### src/rtl/CPU_package.sv
// Shared CPU types: datapath width and the ALU/logic-unit opcode encoding.
package CPU_package;

  parameter int unsigned DATA_WIDTH = 8;

  typedef enum logic [3:0] {
    ALU_OP_ADD = 4'h0,
    ALU_OP_SUB = 4'h1,
    ALU_OP_AND = 4'h2,
    ALU_OP_OR  = 4'h3,
    ALU_OP_XOR = 4'h4,
    ALU_OP_NOT = 4'h5,
    ALU_OP_CPR = 4'h6,
    ALU_OP_SHL = 4'h7
  } enum_alu_opcode_t;

endpackage

### src/rtl/logic_unit_arbiter.sv
// Two-requester arbiter in front of a shared logic unit: accept, settle, capture, respond.
// Define LOGIC_ARB_FIXED_PRIO_EN for fixed priority (requester 0 wins ties); default is round-robin.
module logic_unit_arbiter
  import CPU_package::*;
#(
  parameter int unsigned DATA_WIDTH = CPU_package::DATA_WIDTH
) (
  input  logic                  clk,
  input  logic                  rst_n,

  input  logic                  req0_valid,
  output logic                  req0_ready,
  input  enum_alu_opcode_t      req0_opcode,
  input  logic [DATA_WIDTH-1:0] req0_a,
  input  logic [DATA_WIDTH-1:0] req0_b,

  input  logic                  req1_valid,
  output logic                  req1_ready,
  input  enum_alu_opcode_t      req1_opcode,
  input  logic [DATA_WIDTH-1:0] req1_a,
  input  logic [DATA_WIDTH-1:0] req1_b,

  output logic [DATA_WIDTH-1:0] lu_a,
  output logic [DATA_WIDTH-1:0] lu_b,
  output enum_alu_opcode_t      lu_opcode,
  input  logic [DATA_WIDTH-1:0] lu_out,
  input  logic [2:0]            lu_flag,

  output logic                  rsp_valid,
  input  logic                  rsp_ready,
  output logic                  rsp_id,
  output logic [DATA_WIDTH-1:0] rsp_data,
  output logic [2:0]            rsp_flag,
  output logic                  busy
);

  typedef enum logic [1:0] {StIdle, StExec, StCapt, StResp} state_e;

  state_e state_q, state_d;

  logic                  any_valid;
  logic                  tie_id;
  logic                  gnt_id;
  logic                  accept;

  enum_alu_opcode_t      op_q;
  logic [DATA_WIDTH-1:0] a_q, b_q;
  logic                  id_q;

  logic                  rsp_valid_q;
  logic                  rsp_id_q;
  logic [DATA_WIDTH-1:0] rsp_data_q;
  logic [2:0]            rsp_flag_q;
  logic [DATA_WIDTH-1:0] cap_data;
  logic [2:0]            cap_flag;

  // ---------------------------------------------------------------------------
  // Grant selection
  // ---------------------------------------------------------------------------
`ifdef LOGIC_ARB_FIXED_PRIO_EN
  assign tie_id = 1'b0;
`else
  logic last_q;

  // Reset to "1 granted last" so requester 0 wins the first tie.
  always_ff @(posedge clk or negedge rst_n) begin
    if (!rst_n) begin
      last_q <= 1'b1;
    end else if (accept) begin
      last_q <= gnt_id;
    end
  end

  assign tie_id = ~last_q;
`endif

  assign any_valid = req0_valid | req1_valid;
  assign gnt_id    = (req0_valid && req1_valid) ? tie_id : req1_valid;

  // ---------------------------------------------------------------------------
  // FSM: state register / next state / outputs
  // ---------------------------------------------------------------------------
  always_ff @(posedge clk or negedge rst_n) begin
    if (!rst_n) begin
      state_q <= StIdle;
    end else begin
      state_q <= state_d;
    end
  end

  always_comb begin
    state_d = state_q;
    unique case (state_q)
      StIdle:  if (accept) state_d = StExec;
      StExec:  state_d = StCapt;
      StCapt:  state_d = StResp;
      StResp:  if (rsp_ready) state_d = StIdle;
      default: state_d = StIdle;
    endcase
  end

  always_comb begin
    accept     = (state_q == StIdle) && any_valid;
    // Flops are held by the async reset; only the combinational readies need gating.
    req0_ready = accept && !gnt_id && rst_n;
    req1_ready = accept && gnt_id && rst_n;
    busy       = (state_q != StIdle);
  end

  // ---------------------------------------------------------------------------
  // Command registers; the logic unit only ever sees these.
  // ---------------------------------------------------------------------------
  always_ff @(posedge clk or negedge rst_n) begin
    if (!rst_n) begin
      op_q <= enum_alu_opcode_t'('0);
      a_q  <= '0;
      b_q  <= '0;
      id_q <= 1'b0;
    end else if (accept) begin
      op_q <= gnt_id ? req1_opcode : req0_opcode;
      a_q  <= gnt_id ? req1_a      : req0_a;
      b_q  <= gnt_id ? req1_b      : req0_b;
      id_q <= gnt_id;
    end
  end

  assign lu_a      = a_q;
  assign lu_b      = b_q;
  assign lu_opcode = op_q;

  // ---------------------------------------------------------------------------
  // Response capture and hold
  // ---------------------------------------------------------------------------
  always_comb begin
    cap_data = '0;
    cap_flag = '0;
    case (op_q)
      ALU_OP_CPR: cap_flag = lu_flag;
      ALU_OP_AND,
      ALU_OP_OR,
      ALU_OP_XOR,
      ALU_OP_NOT: cap_data = lu_out;
      default: begin
        cap_data = '0;
        cap_flag = '0;
      end
    endcase
  end

  always_ff @(posedge clk or negedge rst_n) begin
    if (!rst_n) begin
      rsp_valid_q <= 1'b0;
      rsp_id_q    <= 1'b0;
      rsp_data_q  <= '0;
      rsp_flag_q  <= '0;
    end else if (state_q == StCapt) begin
      rsp_valid_q <= 1'b1;
      rsp_id_q    <= id_q;
      rsp_data_q  <= cap_data;
      rsp_flag_q  <= cap_flag;
    end else if (state_q == StResp && rsp_ready) begin
      rsp_valid_q <= 1'b0;
    end
  end

  assign rsp_valid = rsp_valid_q;
  assign rsp_id    = rsp_id_q;
  assign rsp_data  = rsp_data_q;
  assign rsp_flag  = rsp_flag_q;

  // ---------------------------------------------------------------------------
  // Protocol properties
  // ---------------------------------------------------------------------------
  a_one_ready: assert property (@(posedge clk) disable iff (!rst_n)
    !(req0_ready && req1_ready));

  a_valid_in_resp: assert property (@(posedge clk) disable iff (!rst_n)
    rsp_valid == (state_q == StResp));

  a_rsp_hold: assert property (@(posedge clk) disable iff (!rst_n)
    (rsp_valid && !rsp_ready) |=>
      (rsp_valid && $stable(rsp_data) && $stable(rsp_flag) && $stable(rsp_id)));

endmodule

### config.mk
export PLATFORM = sky130hd
export DESIGN_NAME = logic_unit_arbiter
export DESIGN_NICKNAME = d
export VERILOG_FILES = /design/src/rtl/CPU_package.sv /design/src/rtl/logic_unit_arbiter.sv
export SDC_FILE = /design/constraint.sdc
export NUM_CORES = 1
export LEC_CHECK = 0
export CAP_MARGIN = 20
export CORE_MARGIN = 5
export CORE_UTILIZATION = 34
export DETAILED_ROUTE_END_ITERATION = 8
export PLACE_DENSITY = 0.87
export REMOVE_ABC_BUFFERS = 1
export SYNTH_ARGS = -nofsm -noshare
export SYNTH_HDL_FRONTEND = slang
export SYNTH_SLANG_ARGS = --single-unit
### constraint.sdc
create_clock -name clk -period 1.6 [get_ports clk]
set_input_delay 0.32 -clock clk [delete_from_list [all_inputs] [get_ports clk]]
set_output_delay 0.32 -clock clk [all_outputs]
set_load 0.005 [all_outputs]
## Word level (Yosys, flattened, before mapping)

Cells that the tools add are included.

- Register bits: 37
- Bits of input ports: 56
- Word-level logic and storage cells: 46
- Output and inout bits: 36

- Bitwise gates (word level): 2
- Eq/ne operators: 10
- Reductions and logical operators: 13
- Multiplexer cells: 11

Operators with widths:

| cell | number |
|---|---|
| 8-bit 2-to-1 mux | 3 |
| 4-bit by 3-bit equality test with 1-bit output, second input constant | 3 |
| 4-bit by 2-bit equality test with 1-bit output, second input constant | 2 |
| 2-bit one-hot mux with 4 select lines | 1 |
| 1-bit logical AND | 7 |
| 2-bit equality test, second input constant | 2 |
| 2-bit 2-to-1 mux | 2 |
| 4-bit 2-to-1 mux | 1 |
| 2-bit != test, second input constant | 2 |
| 2-bit nonzero test | 2 |
| 4-bit OR reduction | 1 |
| 1-bit 2-to-1 mux | 3 |
| 3-bit 2-to-1 mux | 1 |
| 2-bit by 1-bit equality test with 1-bit output, second input constant | 1 |
| 2-bit logical NOT | 1 |
| 2-bit AND reduction | 1 |
| 1-bit logical NOT | 1 |
| 1-bit NOT | 1 |
| 1-bit bitwise OR | 1 |

## Depth between registers and ports, before layout

Gate-level depths: netlist of run 1.

- Depth in word-level cells: 5
- Mapped depth: 6
- Depth with buffers taken out: 5

## Worst setup path before layout of run 1

Ideal clock, no wire load.

- Kind: reg2out
- From: register state_q[0]
- To: output port req0_ready
- Stages on the path, launching flop included: 7
- Path slack: 0.048 ns
- Data arrival time: 1.232 ns
- Data required time: 1.280 ns
- Path buffers: 1
- Cell sequence: dfrtp_1 > inv_1 > ha_1 > nand2_1 > a21oi_1 > buf_2 > and2_1

- Cells in the longest elaborated chain, start to end: 4

RTL lines:

| element | line | text |
|---|---|---|
| start: declaration | logic_unit_arbiter.sv:39 | `state_e state_q, state_d;` |
| start signal: assignment | logic_unit_arbiter.sv:85 | `state_q <= StIdle;` |
| start signal: assignment | logic_unit_arbiter.sv:87 | `state_q <= state_d;` |
| 2-bit logical NOT | logic_unit_arbiter.sv:103 | `accept = (state_q == StIdle) && any_valid;` |
| 1-bit logical AND | logic_unit_arbiter.sv:103 |  |
| 1-bit logical AND (2 in series) | logic_unit_arbiter.sv:105 | `req0_ready = accept && !gnt_id && rst_n;` |
| end: declaration | logic_unit_arbiter.sv:12 | `output logic req0_ready,` |

Every way passes these cells.

## Worst setup path in the final report of run 1

Same ends and word-level chain as after synthesis.

==> impl_metrics.py, run 1 <==
metrics = {
    "routing": {
        "drt-met1-wl_um": 1950,
        "wire_per_inst_um": 16.4,
        "route.detailed.drc": 0,
        "final_antenna_net_count": 0,
        "via_count": 1499,
        "met3WireLength_um": 517,
        "drt_iter0_drc": 89,
        "first_pass_iters": 4,
        "top_layer_used": "met4",
        "totalWireLength_um": 4780,
        "met2_wirelength_um": 2270,
        "viasPerCell": 5.13,
    },
    "die": {
        "die_area_mm2": 0.00621,
        "fp.coreArea_mm2": 0.00466,
        "die_width_um": 78.8,
        "initial_utilization": 0.345,
        "fp.dieH_um": 78.8,
        "pin_count": 92,
        "rows": 25,
    },
    "synthesis": {
        "synthMostInstantiatedCell": "dfrtp_1",
        "ys_types": 24,
        "synth_common_cells": "dfrtp_1, and3_1, a221o_1, a22o_1",
        "synth.top_cell.area_share": 0.560,
        "synth-async-reset-ratio": 1.00,
        "synthCells": 129,
        "synth_edf_count": 0,
        "ys_seq_elements": 37,
        "synth_area_leaders": "dfrtp_1, a221o_1, and3_1",
        "synth_warnings": 0,
        "yosysTopAreaCell": "dfrtp_1",
        "synthFlopType": "dfrtp_1",
        "synth-seq-area-share": 0.576,
        "synth_area_per_cell_um2": 12.5,
        "synth_area_mm2": 0.00161,
    },
    "place": {
        "dp_hpwl_um": 3470,
        "placed_cell_area_mm2": 0.00267,
        "io_buffers": 91,
        "globalplace.congestion": 0.674,
    },
    "power": {
        "powerDensity_mw_per_mm2": 1620,
        "vdd_drop_max_mv": 0.643,
        "p_leak_uw": 0.00130,
    },
    "cells_and_area": {
        "finish.utilization": 0.607,
        "antenna_cells": 0,
        "syn_to_final_growth_pct": 75.9,
        "final_cell_area_mm2": 0.00283,
        "nNetsFinal": 297,
        "final_layout_size_suffix_gt1_frac": 0.181,
    },
    "critical_path": {
        "path_cells": "inv_2 > ha_4 > nand2_2 > a21oi_2 > and2_4 > buf_6",
        "critPathLaunchType": "register",
        "ff2ff_setup_slack_ps": 30,
        "critPathSlowestCell": "dfrtp_1",
        "r2r_end": "state_q[1]",
        "critPathMaxStageDelay_ps": 400,
        "cp.arrival_ps": 1330,
        "crit_family": "flip-flops",
        "r2r_cells": 6,
        "crit_path_end_kind": "output port",
        "worst-path-buf-inv": 2,
        "path_class": "reg2out",
        "crit_path_max_fanout": 3,
        "r2r_start": "state_q[0]",
        "cp.required_ps": 1280,
    },
    "global_routing": {
        "grt-ovfl-total": 0,
        "grt.total_usage": 0.160,
        "grt_pass1_wl_um": 7680,
        "grt_max_degree": 29,
        "antenna_found_initial": 0,
        "grt_pass1_vias": 1620,
    },
    "run_status": {
        "failed_checks": "setup timing",
        "outcome": "finished, violations left",
    },
    "clock_tree": {
        "cts_tree": "built",
        "clockBufferDepth": 2,
        "clock_latency_ps": 280,
        "clockRootBuffer": "clkbuf_8",
        "clkSinkCount": 37,
        "path_clk_slew_ps": 70,
        "cts_max_level": 2,
        "cts-buffers-inserted": 5,
    },
    "sta": {
        "worstMarginPinSlew_ps": 347,
        "period_needed_ps": 1650,
        "finalHoldViolations": 0,
        "skew_ps": 2.65,
        "final.setup.tns_ps": -113,
        "rsz0062_at_grt": "yes",
        "layout_setup_ws_ps": -46.5,
        "maxSlewViolCount": 0,
        "finalSetupViolations": 3,
        "maxSlewHeadroom": 0.769,
        "finalCritPeriodShare": 1.03,
        "fmax_ghz": 0.607,
    },
    "run": {
        "cap_violations": 0,
    },
    "hold_path": {
        "hp-class": "in2async",
    },
}
kinds of logic after synthesis:
| kind of cell | Yosys count | synth area share |
|---|---|---|
| simple gates | 33 | 0.117 |
| compound gates | 36 | 0.208 |
| mux | 3 | 0.0225 |
| buf+inv | 15 | 0.0404 |
| fa+ha+maj | 4 | 0.0311 |
| flops | 37 | 0.576 |
| xor+xnor | 1 | 0.00544 |
worst reg2reg max path, delay by kind of cell, from the launching register on:
family | cells | cell delay [ps]
AOI/OAI and AO/OA | 1 | 370
adders and majority gates | 1 | 140
buffers and inverters | 3 | 220
DFF | 1 | 400
muxes | 1 | 310
power by group:
| group | switching, uW | leakage (uW) | internal [uW] |
|---|---|---|---|
| Combinational | 860 | 0.000791 | 1470 |
| Sequential | 252 | 0.000467 | 1330 |
| Clock | 309 | 0.0000455 | 351 |
routing by layer:
layer  vias to the layer above  track usage
met3                         4       0.0692
li1                        709            -
met4                         0       0.0507
met5                         -            0
met2                        78        0.276
met1                       708        0.178
area by class of cell:
cell class                 instances  area, um^2
clock buffer                       8        90.1
fill                             384        1830
inverter                           6        26.3
multi-input combinational         77         654
sequential                        37         927
tap                               54        67.6
timing repair buffer             110        1060
per-stage QoR:
step | std cells | power [uW] | hold WS [ps] | setup WS [ps]
floorplan | 120 | 2480 | 24.4 | -482
global placement | 280 | 3750 | 297 | -438
detailed placement | 280 | 3820 | 291 | -447
CTS | 289 | 4550 | 92.8 | -52.9
global route | 292 | 4890 | 132 | -117
finish | 292 | 4570 | 99.3 | -46.5
repair_timing:
action                                  in CTS  in global routing
setup buffers                                0                  3
endpoints found under the setup margin       3                  5
hold buffers                                 1                  0
hold endpoints to repair                     8                  0
pin swaps                                    2                  2
gates resized for setup                     17                  4
how the worst max path moves through the flow:
stage | startpoint | depth (start not counted) | slack, ps | to
after global routing | state_q[0] | 6 | -120 | req0_ready
after global placement | req1_valid | 4 | -440 | req1_ready
after CTS | state_q[1] | 6 | -50 | req0_ready
after detailed placement | req1_valid | 4 | -450 | req1_ready
after floorplan | state_q[0] | 5 | -480 | req0_ready
final | state_q[0] | 6 | -50 | req0_ready
flip-flops by register name, summed over array words and instances (netlist names):
| name | count |
|---|---|
| id_q | 1 |
| last_q | 1 |
| lu_a | 8 |
| lu_b | 8 |
| lu_opcode | 4 |
| rsp_data | 8 |
| rsp_flag | 3 |
| rsp_id | 1 |
| rsp_valid | 1 |
| state_q | 2 |
layout by cell type, fill, tap and decap left out:
master and count:
and2_4 2, dlygate4sd2_1 1, nor3_2 1, inv_1 2
and3_4 1, clkbuf_1 2, buf_6 2, and3_1 20
a22o_1 13, mux2_4 1, nand2_2 1, a21oi_2 1
buf_2 1, nand2_1 5, a221o_1 20, clkdlybuf4s50_1 87
dfrtp_1 36, inv_2 3, mux2_2 1, ha_1 3
xnor2_1 1, buf_12 1, o32a_1 1, clkinvlp_4 1
nand2b_1 1, nor2_2 1, clkbuf_8 6, o21ai_2 1
nor2_1 1, dfstp_2 1, buf_4 17, ha_4 1
dlygate4sd3_1 1, mux2i_1 1
(Power assumes the default switching activity.)
==> inputs of run 2 (changes only) <==
--- a/config.mk
+++ b/config.mk
@@ -7,10 +7,12 @@
 export LEC_CHECK = 0
 export CAP_MARGIN = 20
 export CORE_MARGIN = 5
-export CORE_UTILIZATION = 34
+export CORE_UTILIZATION = 50
 export DETAILED_ROUTE_END_ITERATION = 8
-export PLACE_DENSITY = 0.87
+export DONT_BUFFER_PORTS = 1
+export PLACE_DENSITY = 0.79
 export REMOVE_ABC_BUFFERS = 1
+export SETUP_SLACK_MARGIN = 0.2
 export SYNTH_ARGS = -nofsm -noshare
 export SYNTH_HDL_FRONTEND = slang
 export SYNTH_SLANG_ARGS = --single-unit
==> impl_metrics.py, run 2 (synthesis results as in run 1) <==
metrics = {
    "sta": {
        "layout_setup_ws_ps": -194,
        "maxSlewHeadroom": 0.825,
        "fmax_ghz": 0.558,
        "finalCritPeriodShare": 1.12,
        "maxSlewViolCount": 0,
        "period_needed_ps": 1790,
        "whs_ps": 103,
        "rsz0062_at_grt": "yes",
        "worstMarginPinSlew_ps": 261,
        "skew_ps": 7.14,
        "finalSetupViolations": 4,
        "finalHoldViolations": 0,
    },
    "critical_path": {
        "path_class": "reg2out",
        "crit_family": "flip-flops",
        "worst-path-buf-inv": 2,
        "crit_path_max_fanout": 3,
        "cp.arrival_ps": 1470,
        "critPathMaxStageDelay_ps": 410,
        "crit_path_end_kind": "output port",
        "critPathLaunchType": "register",
        "cp.required_ps": 1280,
        "critPathSlowestCell": "dfrtp_1",
        "path_cells": "inv_2 > ha_4 > nand2_4 > a21oi_4 > buf_12 > and2_4",
    },
    "cells_and_area": {
        "final_common_cell": "dfrtp_1",
        "final_layout_size_suffix_gt1_frac": 0.333,
        "antenna_cells": 0,
        "most-common-layout-cells": "dfrtp_1, and3_1, a221o_1",
        "syn_to_final_growth_pct": 30.1,
        "nNetsFinal": 212,
    },
    "die": {
        "initial_utilization": 0.523,
        "die_width_um": 66.7,
        "rows": 20,
        "fp.coreArea_mm2": 0.00308,
        "die_area_mm2": 0.00445,
        "fp.dieH_um": 66.7,
        "pin_count": 92,
    },
    "global_routing": {
        "grt-ovfl-total": 0,
        "grt_pass1_vias": 1343,
        "grt.total_usage": 0.212,
        "grt_pass1_wl_um": 6870,
        "grt_max_degree": 38,
        "antenna_found_initial": 0,
    },
    "clock_tree": {
        "clockBufferDepth": 2,
        "cts_tree": "built",
        "cts_max_level": 2,
        "cts-buffers-inserted": 5,
        "path_clk_slew_ps": 100,
        "clockRootBuffer": "clkbuf_4",
        "clock_latency_ps": 350,
        "clkSinkCount": 37,
    },
    "run": {
        "cap_violations": 0,
    },
    "power": {
        "powerDensity_mw_per_mm2": 1990,
        "p_leak_uw": 0.00104,
        "vdd_drop_max_mv": 0.975,
        "total_power_uw": 4170,
    },
    "run_status": {
        "failed_checks": "setup timing",
        "outcome": "finished, violations left",
    },
    "routing": {
        "first_pass_iters": 4,
        "wire_per_inst_um": 23.7,
        "totalWireLength_um": 4670,
        "drt_iter0_drc": 60,
        "route.detailed.drc": 0,
        "viasPerCell": 6.42,
        "final_antenna_net_count": 0,
        "via_count": 1265,
    },
    "place": {
        "globalplace.congestion": 0.832,
        "dp_hpwl_um": 2870,
        "io_buffers": 0,
    },
    "hold_path": {
        "hp-class": "in2reg",
    },
}
## run 2: changes by cell type in the layout (fill, tap and decap cells not counted), moves of 2 or more
| cell | delta |
|---|---|
| clkdlybuf4s50_1 | -87 |
| clkbuf_1 | -2 |
| ha_4 | +2 |
| buf_6 | +8 |
| clkbuf_4 | +5 |
| clkbuf_8 | -4 |
| buf_4 | -7 |
| nand2_4 | +2 |
| ha_1 | -2 |
## run 2: area by class of cell
class / instances / area, um^2
Inverter: 6 / 25.0
Sequential cell: 37 / 927
Fill cell: 232 / 985
Timing Repair Buffer: 25 / 295
Clock buffer: 7 / 65.1
Tap cell: 44 / 55.1
Clock inverter: 1 / 5.00
Multi-Input combinational cell: 77 / 721
## run 2: metrics by stage
| stage | area [um^2] | worst slack [ps] | cells | util | TNS [ps] |
|---|---|---|---|---|---|
| after floorplan | 1570 | -482 | 120 | - | -5630 |
| after global placement | 1710 | 22.0 | 173 | 0.557 | 0 |
| after detailed placement | 1710 | -49.5 | 173 | 0.557 | -246 |
| after CTS | 1960 | -142 | 190 | 0.636 | -268 |
| after global routing | 2090 | -254 | 197 | 0.680 | -756 |
| final | 2090 | -194 | 197 | 0.680 | -476 |
## run 2: timing repair
action,4_1_cts,5_1_grt
pin swaps,16,4
resized for setup,19,16
setup buffers,6,4
cloned,1,3
hold buffers,2,0
endpoints found under the setup margin,37,36
hold endpoints to repair,37,0
## run 2: worst paths after layout
kind,startpoint,to,slack (ps),cells after the start
worst max-delay path,state_q[0],req0_ready,-190,6
worst min-delay path,lu_flag[2],rsp_flag[2],100,1
worst max register to register,state_q[0],state_q[1],-50,7
worst min register to register,id_q,id_q,520,1
max in group asynchronous,rst_n,last_q,930,2
min in group asynchronous,rst_n,lu_b[5],420,2
## run 2: worst register-to-register path: stages (launching register included)
cell and delay, ps:
dfrtp_1 410, inv_2 100, ha_4 170, buf_4 110
buf_6 100, inv_4 30, o32a_1 310, mux2_4 310
## run 2: report_power, final
group          switching, uW  internal [uW]  total [uW]
clock                    304            255         559
sequential               362           1330        1690
combinational            817           1100        1920
## run 2: metal layers
metal,wire length [um],vias up,track usage,part of all wire
met1,1760,629,0.234,0.38
met5,0,-,0,0
met4,105,0,0.0685,0.023
met3,477,13,0.0894,0.10
li1,-,541,-,-
met2,2320,82,0.366,0.50
==> inputs of run 3 (changes only) <==
--- a/config.mk
+++ b/config.mk
@@ -6,7 +6,7 @@
 export NUM_CORES = 1
 export LEC_CHECK = 0
 export CAP_MARGIN = 20
-export CORE_MARGIN = 5
+export CORE_MARGIN = 2
 export CORE_UTILIZATION = 50
 export DETAILED_ROUTE_END_ITERATION = 8
 export DONT_BUFFER_PORTS = 1
==> constraint.sdc (replaced) <==
create_clock -name clk -period 1.6 [get_ports clk]
set_input_delay 0.32 -clock clk [delete_from_list [all_inputs] [get_ports clk]]
set_output_delay 0.32 -clock clk [all_outputs]
set_load 0.01 [all_outputs]
==> impl_metrics.py, run 3 (synthesis results as in run 1) <==
metrics = {
    "cells_and_area": {
        "antenna_cells": 0,
        "syn_to_final_growth_pct": 29.9,
        "nNetsFinal": 209,
        "finish.utilization": 0.685,
        "final_common_cell": "dfrtp_1",
        "most-common-layout-cells": "dfrtp_1, and3_4, a221o_1",
        "final_layout_size_suffix_gt1_frac": 0.447,
        "nFillCells": 243,
        "fin_cells": 194,
    },
    "run": {
        "cap_violations": 0,
    },
    "power": {
        "power_switching_uw": 1540,
        "swShare": 0.372,
        "clockPowerShare": 0.133,
        "p_leak_uw": 0.000947,
        "p_comb_frac": 0.431,
        "p_int_uw": 2590,
        "p_seq_frac": 0.435,
        "total_power_uw": 4130,
        "vdd_drop_max_mv": 1.11,
        "powerDensity_mw_per_mm2": 1980,
    },
    "critical_path": {
        "cp.required_ps": 1280,
        "r2r_end": "state_q[1]",
        "endpoint": "req0_ready",
        "ff2ff_setup_slack_ps": 10,
        "cp.arrival_ps": 1360,
        "cp-startpoint": "state_q[0]",
        "crit_family": "flip-flops",
        "crit_path_max_fanout": 4,
        "path_cells": "inv_2 > ha_4 > nand2_2 > a21oi_2 > and2_4",
        "critPathSlowestCell": "dfrtp_1",
        "crit_path_end_kind": "output port",
        "path_class": "reg2out",
        "r2r_start": "state_q[0]",
        "worst-path-stages": 5,
        "worst-path-buf-inv": 1,
        "critPathLaunchType": "register",
        "r2r_cells": 7,
        "critPathMaxStageDelay_ps": 410,
    },
    "clock_tree": {
        "clockBufferDepth": 2,
        "cts-buffers-inserted": 5,
        "cts_max_level": 2,
        "clockRootBuffer": "clkbuf_4",
        "clock_latency_ps": 340,
        "path_clk_slew_ps": 110,
        "clkSinkCount": 37,
        "cts_tree": "built",
    },
    "sta": {
        "rsz0062_at_grt": "yes",
        "period_needed_ps": 1680,
        "finalCritPeriodShare": 1.05,
        "maxSlewViolCount": 0,
        "worstMarginPinSlew_ps": 263,
        "maxSlewHeadroom": 0.823,
        "finalSetupViolations": 3,
        "fmax_ghz": 0.596,
        "final.setup.tns_ps": -208,
        "finalHoldViolations": 0,
        "skew_ps": 10.7,
        "layout_setup_ws_ps": -78.5,
    },
    "place": {
        "globalplace.congestion": 0.700,
        "dp_hpwl_um": 2760,
        "pre_cts_ws_ps": -20.3,
        "io_buffers": 0,
        "dp.cells": 173,
    },
    "routing": {
        "viasPerCell": 6.41,
        "route.detailed.drc": 0,
        "first_pass_iters": 6,
        "via_count": 1243,
        "final_antenna_net_count": 0,
        "drt_iter0_drc": 67,
        "wire_per_inst_um": 22.1,
        "totalWireLength_um": 4300,
    },
    "global_routing": {
        "grt.total_usage": 0.240,
        "grt_pass1_wl_um": 6130,
        "grt_pass1_vias": 1290,
        "grt_max_degree": 38,
        "antenna_found_initial": 0,
        "grt-ovfl-total": 0,
    },
    "die": {
        "rows": 20,
        "initial_utilization": 0.527,
        "fp.coreArea_mm2": 0.00305,
        "fp.dieH_um": 60.7,
        "pin_count": 92,
        "die_width_um": 60.7,
        "die_area_mm2": 0.00369,
    },
    "run_status": {
        "outcome": "finished, violations left",
        "failed_checks": "setup timing",
    },
    "hold_path": {
        "hp-class": "in2reg",
    },
}
## run 3: worst reg2reg max path, delay by kind of cell (launching register included)
family / cells / cell delay, ps
mux: 1 / 300
flops: 1 / 410
compound gates: 1 / 310
fa+ha+maj: 1 / 150
buf+inv: 4 / 320
## run 3: metrics by stage
stage	hold slack (ps)	area (um^2)
floorplan	24.4	1570
global placement	25.3	1700
detailed placement	25.6	1700
CTS	96.8	2030
global route	89.8	2090
finish	114	2090
## run 3: layer usage
layer | vias up | routed length [um] | global-route usage
li1 | 536 | - | -
met1 | 625 | 1530 | 0.241
met2 | 74 | 2250 | 0.427
met3 | 8 | 432 | 0.0853
met4 | 0 | 85 | 0.140
met5 | - | 0 | 0
## run 3: worst min-delay path by stage
| stage | start | cells after the start | to | slack, ps |
|---|---|---|---|---|
| 2_1_floorplan | rst_n | 0 | id_q | 20 |
| 3_3_place_gp | rst_n | 0 | rsp_flag[0] | 30 |
| 3_5_place_dp | rst_n | 0 | rsp_flag[1] | 30 |
| 4_1_cts | lu_flag[0] | 1 | rsp_flag[0] | 100 |
| 5_1_grt | lu_out[2] | 1 | rsp_data[2] | 90 |
| 6_report | req0_a[7] | 1 | lu_a[7] | 110 |
## run 3: power by group through the flow
stage	sequential [uW]	clock (uW)	combinational (uW)
after floorplan	1710	0	900
after global placement	1780	0	1180
after detailed placement	1790	0	1270
after CTS	1800	564	1590
after global routing	1840	607	1940
final	1800	551	1780
## run 3: layout make-up
cell class	instances	area (um^2)	area share
timing repair buffer	21	219	0.105
tap	44	55.1	0.0263
sequential	37	927	0.443
timing repair inverter	1	7.51	0.00359
clock inverter	1	5.00	0.00239
inverter	6	28.8	0.0138
clock buffer	7	65.1	0.0311
multi-input combinational	77	783	0.375
## run 3: what timing repair did
item,4_1_cts,5_1_grt
pin swaps,27,8
resized for setup,41,8
endpoints found under the setup margin,35,36
hold endpoints to repair,37,0
gates cloned,1,1
setup buffers,6,3
hold buffers,2,0
